$ cat src/rtl/alu_mc.sv
// ============================================================================
// Module   : alu_mc
// Brief    : Multi-cycle MIPS ALU with a valid/ready handshake on both sides
//            and registered results.
//            Single-cycle ops: AND, OR, ADD, NOR, SUB, SLT.
//            Iterative ops: MULU (shift-add) and DIVU (restoring division),
//            which return a HI/LO result pair.
//            Build option ALU_MULDIV_EN compiles in the MULU/DIVU datapath.
//            Without it, ops 3 and 4 complete in one cycle and flag err.
// Revision : 1.0 - initial release
// ============================================================================
`default_nettype none

module alu_mc #(
  parameter int WIDTH = 32
) (
  input  logic             clk,
  input  logic             reset_n,
  input  logic             in_valid,
  output logic             in_ready,
  input  logic [2:0]       op,
  input  logic [WIDTH-1:0] a,
  input  logic [WIDTH-1:0] b,
  output logic             out_valid,
  input  logic             out_ready,
  output logic [WIDTH-1:0] result_lo,
  output logic [WIDTH-1:0] result_hi,
  output logic             zero,
  output logic             ovf,
  output logic             dz,
  output logic             err
);

  localparam logic [2:0] c_OP_AND  = 3'd0;
  localparam logic [2:0] c_OP_OR   = 3'd1;
  localparam logic [2:0] c_OP_ADD  = 3'd2;
  localparam logic [2:0] c_OP_MULU = 3'd3;
  localparam logic [2:0] c_OP_DIVU = 3'd4;
  localparam logic [2:0] c_OP_NOR  = 3'd5;
  localparam logic [2:0] c_OP_SUB  = 3'd6;
  localparam logic [2:0] c_OP_SLT  = 3'd7;

`ifdef ALU_MULDIV_EN
  typedef enum logic [1:0] {
    S_IDLE = 2'd0,
    S_BUSY = 2'd1,
    S_DONE = 2'd2
  } state_t;
`else
  typedef enum logic [1:0] {
    S_IDLE = 2'd0,
    S_DONE = 2'd2
  } state_t;
`endif

  state_t r_state;

  logic             w_accept;
  logic [WIDTH-1:0] w_sum;
  logic [WIDTH-1:0] w_diff;
  logic [WIDTH-1:0] w_lo;
  logic [WIDTH-1:0] w_hi;
  logic             w_ovf;
  logic             w_dz;
  logic             w_err;

  // The consumer draining DONE frees the block for a back-to-back accept.
  assign in_ready  = (r_state == S_IDLE) || ((r_state == S_DONE) && out_ready);
  assign out_valid = (r_state == S_DONE);
  assign w_accept  = in_valid && in_ready;

  assign w_sum  = a + b;
  assign w_diff = a - b;

  // Single-cycle result and flags, computed from the operands being accepted.
  always_comb begin
    w_lo  = '0;
    w_hi  = '0;
    w_ovf = 1'b0;
    w_dz  = 1'b0;
    w_err = 1'b0;
    case (op)
      c_OP_AND: w_lo = a & b;
      c_OP_OR:  w_lo = a | b;
      c_OP_ADD: begin
        w_lo  = w_sum;
        w_ovf = (a[WIDTH-1] == b[WIDTH-1]) && (w_sum[WIDTH-1] != a[WIDTH-1]);
      end
      c_OP_NOR: w_lo = ~(a | b);
      c_OP_SUB: begin
        w_lo  = w_diff;
        w_ovf = (a[WIDTH-1] != b[WIDTH-1]) && (w_diff[WIDTH-1] != a[WIDTH-1]);
      end
      c_OP_SLT: w_lo = {{(WIDTH-1){1'b0}}, ($signed(a) < $signed(b))};
`ifdef ALU_MULDIV_EN
      // Only divide-by-zero finishes in one cycle; the rest go through BUSY.
      c_OP_DIVU: begin
        if (b == '0) begin
          w_lo = '1;
          w_hi = a;
          w_dz = 1'b1;
        end
      end
`else
      c_OP_MULU, c_OP_DIVU: w_err = 1'b1;
`endif
      default: ;
    endcase
  end

`ifdef ALU_MULDIV_EN
  localparam int c_CNT_W = $clog2(WIDTH + 1);

  logic [c_CNT_W-1:0] r_cnt;
  logic [WIDTH-1:0]   r_opa;
  logic [WIDTH-1:0]   r_opb;
  logic               r_is_div;
  logic [WIDTH-1:0]   r_whi;
  logic [WIDTH-1:0]   r_wlo;

  logic               w_start_busy;
  logic [WIDTH:0]     w_mul_sum;
  logic [WIDTH:0]     w_div_sh;
  logic [WIDTH:0]     w_div_diff;
  logic               w_div_ge;
  logic [WIDTH-1:0]   w_step_hi;
  logic [WIDTH-1:0]   w_step_lo;

  assign w_start_busy = (op == c_OP_MULU) || ((op == c_OP_DIVU) && (b != '0));

  // One iteration of shift-add multiply or restoring divide on {r_whi, r_wlo}.
  // Multiply: r_wlo starts as the multiplier and fills with product bits.
  // Divide:   r_wlo starts as the dividend and fills with quotient bits,
  //           r_whi holds the partial remainder. The top bit of the trial
  //           subtraction is its borrow, since the remainder is always < 2*b.
  always_comb begin
    w_mul_sum  = {1'b0, r_whi} + (r_wlo[0] ? {1'b0, r_opa} : '0);
    w_div_sh   = {r_whi, r_wlo[WIDTH-1]};
    w_div_diff = w_div_sh - {1'b0, r_opb};
    w_div_ge   = ~w_div_diff[WIDTH];
    if (r_is_div) begin
      w_step_hi = w_div_ge ? w_div_diff[WIDTH-1:0] : w_div_sh[WIDTH-1:0];
      w_step_lo = {r_wlo[WIDTH-2:0], w_div_ge};
    end else begin
      w_step_hi = w_mul_sum[WIDTH:1];
      w_step_lo = {w_mul_sum[0], r_wlo[WIDTH-1:1]};
    end
  end

  // Iterative datapath registers: counter, captured operands and work pair.
  always_ff @(posedge clk or negedge reset_n) begin
    if (!reset_n) begin
      r_cnt    <= '0;
      r_opa    <= '0;
      r_opb    <= '0;
      r_is_div <= 1'b0;
      r_whi    <= '0;
      r_wlo    <= '0;
    end else if (w_accept && w_start_busy) begin
      r_cnt    <= c_CNT_W'(WIDTH);
      r_opa    <= a;
      r_opb    <= b;
      r_is_div <= (op == c_OP_DIVU);
      r_whi    <= '0;
      r_wlo    <= (op == c_OP_DIVU) ? a : b;
    end else if (r_state == S_BUSY) begin
      r_cnt    <= r_cnt - 1'b1;
      r_whi    <= w_step_hi;
      r_wlo    <= w_step_lo;
    end
  end
`endif

  // Control FSM and the held result/flag registers.
  always_ff @(posedge clk or negedge reset_n) begin
    if (!reset_n) begin
      r_state   <= S_IDLE;
      result_lo <= '0;
      result_hi <= '0;
      zero      <= 1'b0;
      ovf       <= 1'b0;
      dz        <= 1'b0;
      err       <= 1'b0;
    end else if (w_accept) begin
`ifdef ALU_MULDIV_EN
      if (w_start_busy) begin
        r_state <= S_BUSY;
      end else begin
`endif
        r_state   <= S_DONE;
        result_lo <= w_lo;
        result_hi <= w_hi;
        zero      <= (w_lo == '0);
        ovf       <= w_ovf;
        dz        <= w_dz;
        err       <= w_err;
`ifdef ALU_MULDIV_EN
      end
`endif
    end else begin
      case (r_state)
`ifdef ALU_MULDIV_EN
        S_BUSY: begin
          // The edge that takes the counter from 1 to 0 lands the result.
          if (r_cnt == c_CNT_W'(1)) begin
            r_state   <= S_DONE;
            result_lo <= w_step_lo;
            result_hi <= w_step_hi;
            zero      <= (w_step_lo == '0);
            ovf       <= 1'b0;
            dz        <= 1'b0;
            err       <= 1'b0;
          end
        end
`endif
        S_DONE: begin
          if (out_ready) begin
            r_state <= S_IDLE;
          end
        end
        default: ;
      endcase
    end
  end

endmodule

`default_nettype wire

$ cat config.mk
export PLATFORM = sky130hd
export DESIGN_NAME = alu_mc
export DESIGN_NICKNAME = d
export VERILOG_FILES = /design/src/rtl/alu_mc.sv
export SDC_FILE = /design/constraint.sdc
export NUM_CORES = 1
export LEC_CHECK = 0
export ABC_AREA = 1
export CORE_UTILIZATION = 44
export CTS_CLUSTER_DIAMETER = 40
export DETAILED_ROUTE_END_ITERATION = 12
export HOLD_SLACK_MARGIN = 0.1
export PLACE_DENSITY_LB_ADDON = 0.12
export SYNTH_ARGS = -nofsm -noshare
export SYNTH_HDL_FRONTEND = slang
export SYNTH_SLANG_ARGS = --single-unit
$ cat constraint.sdc
create_clock -name clk -period 5.1 [get_ports clk]
set_clock_uncertainty 0.2 [all_clocks]
set_input_delay 1.02 -clock clk [delete_from_list [all_inputs] [get_ports clk]]
set_output_delay 1.02 -clock clk [all_outputs]
set_load 0.02 [all_outputs]
==> key figures <==
CTS
  • Hold_buf cts: 0
  • Worst skew pair latency: between 0.2 and 0.3 ns
  • CTS clk-pin slew, worst paths: 0.05 ns
  • CTS tree: yes
  • Max clock buf depth: 2
  • CTS resizes: 0
  • Root cell of the clock tree: clkbuf_16
  • CTS Buf Count: 5
  • H-tree depth: 2
  • Clock sink count: 36
  • Setup Buffers After CTS: 0

Finish
  • Most frequent cells in the layout: nand2_1, inv_1, nand3_1
  • Non-filler cells, final: between 1,500 and 2,000
  • Final Core Density: 0.511
  • Commonest non-fill, non-tap cell in the layout: nand2_1
  • Filler instances: 2,102
  • Share of cells above drive strength 1: 0.0619
  • Layout Area Growth over Synthesis: 13.9%
  • Antenna diodes: 0
  • Fin nets: 1,755

Detailed routing
  • Final wirelength: 30,100 um
  • Wire per inst: 16.5 um
  • Via density: 5.14
  • First DRT Iteration DRCs: 649
  • Residual DRC: 0
  • Number of vias in the routed layout: 9,345
  • ANT nets after route: 0
  • DRT Pass-1 Iters: 5

STA
  • Total negative setup slack: 0 ns
  • Worst slew pin tran: 0.922 ns
  • Final Cycle Share: 0.802
  • Final Slew Violations: 0
  • # setup viols final: 0
  • FMAX: 244 MHz
  • Hold Vio Cnt, Final: 0
  • Minimum clock period after layout: 4.09 ns
  • RSZ-0062 raised after global routing: no
  • Slew headroom: 0.385

Floorplanning
  • Core region area: roughly 19,000 um2
  • Chip width: 140 um
  • Die height: between 100 and 150 um
  • Die area: about 20,000 um2
  • Row count: 50
  • I/O Pins: 141
  • Initial Util: 0.449

Worst setup path
  • Required @ worst endpoint: 5.12 ns
  • Worst R2R Path Depth: 13
  • Setup crit start kind: input port
  • Critical path endpoint category: flop
  • R2R Path Start: r_state[1]$_DFFE_PN0P_
  • Critical setup path kind: in -> reg
  • Worst-path fanout max: 8
  • Arr. time, crit path: between 4 and 5 ns
  • R2R Path End: zero$_DFFE_PN0P_
  • R2r setup slk: between 3 and 4 ns

Placement
  • GP Congestion: slightly above 1
  • Detailed Place HPWL: 25,700 um
  • Buffers on Ports: 107
  • DP Cell Count: 1,810

Synthesis
  • Synth top area share: 0.216
  • Post-synth top area cell: nand2_1
  • Yosys warning count: 0
  • Distinct cells, synth: 39
  • Post-Syn Area per Cell: 5.58 um2
  • Largest cells by area after synthesis: nand2_1, ha_1, inv_1
  • Syn Std Cell Area: about 8400 um2
  • Synthesized flop and latch total: 36
  • Register area share after synthesis: 0.107
  • Post-Syn Instances: 1,503

Pwr
  • Leak: 5.40 nW
  • VDD IR max: 0.000176 V
  • P per Cell Area: 178 nW/um2

Global routing
  • All-Layer GR Usage: 0.308
  • Largest net degree at the start of global routing: 44
  • Total congestion overflow: 0
  • Initial antenna violation count: 0
  • Global-route wire length before repair: 46,400 um
  • Number of global-route vias before repair: 8,589

Min path
  • Min-Delay Endpoint: result_lo[23]$_DFFE_PN0P_
  • Worst Hold Depth: 2
  • Min-delay worst type: reg -> reg
  • Min-delay src: result_lo[23]$_DFFE_PN0P_

Run status
  • Status: complete, no violations

Run
  • Max Cap Viol: 0
==> through the flow <==
| stage | setup slack (ns) | area, um2 | power [W] | hold WS, ns |
|---|---|---|---|---|
| floorplan | 2.08 | 8510 | 0.00105 | 0.391 |
| global placement | 0.727 | 9410 | 0.00138 | 0.261 |
| detailed placement | 0.768 | 9410 | 0.00138 | 0.264 |
| CTS | 1.04 | 9550 | 0.00169 | 0.279 |
| global route | 0.842 | 9550 | 0.00183 | 0.296 |
| finish | 1.01 | 9550 | 0.00170 | 0.273 |
==> worst max-delay path by stage <==
stage,to,cells after the start,start
floorplan,zero$_DFFE_PN0P_,17,a[0]
global placement,zero$_DFFE_PN0P_,16,a[17]
detailed placement,zero$_DFFE_PN0P_,16,a[17]
CTS,zero$_DFFE_PN0P_,16,a[17]
global route,zero$_DFFE_PN0P_,16,a[20]
finish,zero$_DFFE_PN0P_,15,a[6]
==> critical path: stages <==
cell,delay (ns)
clkdlybuf4s50_1,0.51
inv_1,0.06
ha_1,0.53
nand2_2,0.15
nor2_1,0.29
nand3_1,0.24
nand3_1,0.24
nand2_1,0.07
nand3_1,0.07
nand3_1,0.21
nor2_1,0.29
nand4_1,0.16
nor2_1,0.12
nand3_1,0.08
nand2_1,0.06
==> sequential cells by signal, indices dropped and copies added (netlist names) <==
signal	count
r_state	1
err	1
ovf	1
result_lo	32
zero	1
==> synth_stat cells (all sizes together) <==
| library cell | number |
|---|---|
| ha | 99 |
| o21bai | 8 |
| nand3 | 155 |
| inv | 279 |
| o21a | 1 |
| or2 | 2 |
| buf | 71 |
| conb | 1 |
| nand4 | 17 |
| nand2 | 502 |
| fa | 2 |
| a221oi | 11 |
| xor2 | 3 |
| clkinv | 2 |
| dfrtp | 36 |
| o21ai | 34 |
| clkbuf | 7 |
| a21oi | 73 |
| and2 | 4 |
| a21boi | 1 |
| o22ai | 16 |
| nand3b | 2 |
| nor2 | 158 |
| o2111ai | 1 |
| nand2b | 1 |
| nor3 | 15 |
| and3 | 2 |
==> report_power, final <==
part / leakage [nW] / switching (W) / internal (W) / total [W]
combinational: 4.87 / 0.000684 / 0.000360 / 0.00104
clock: 0.0712 / 0.000106 / 0.000194 / 0.000300
sequential: 0.466 / 0.0000225 / 0.000330 / 0.000353
==> cell families (layout without fill, tap and decap cells) <==
kind of cell,after synthesis,after routing,synth area share
other cells,1,33,0.000447
fa+ha+maj,101,101,0.152
simple gates,858,858,0.443
compound gates,145,145,0.101
buf+inv,359,408,0.193
flops,36,36,0.107
xor+xnor,3,3,0.00313
==> metal layers <==
layer	up-vias	routed length, um	track usage	share of wire
met5	-	0	0	0
met4	0	771	0.0879	0.026
met3	39	2190	0.0352	0.073
met2	374	12900	0.495	0.43
met1	4183	14200	0.433	0.47
li1	4749	-	-	-
==> area by class of cell <==
type / instances / area, um2 / area share
Multi-Input combinational cell: 1140 / 6000 / 0.628
Timing Repair Buffer: 119 / 1160 / 0.122
Inverter: 281 / 1050 / 0.110
Sequential cell: 36 / 901 / 0.0943
Tap cell: 234 / 293 / 0.0306
Clock buffer: 8 / 146 / 0.0153
No activity file was read; power rests on OpenSTA's default activity.
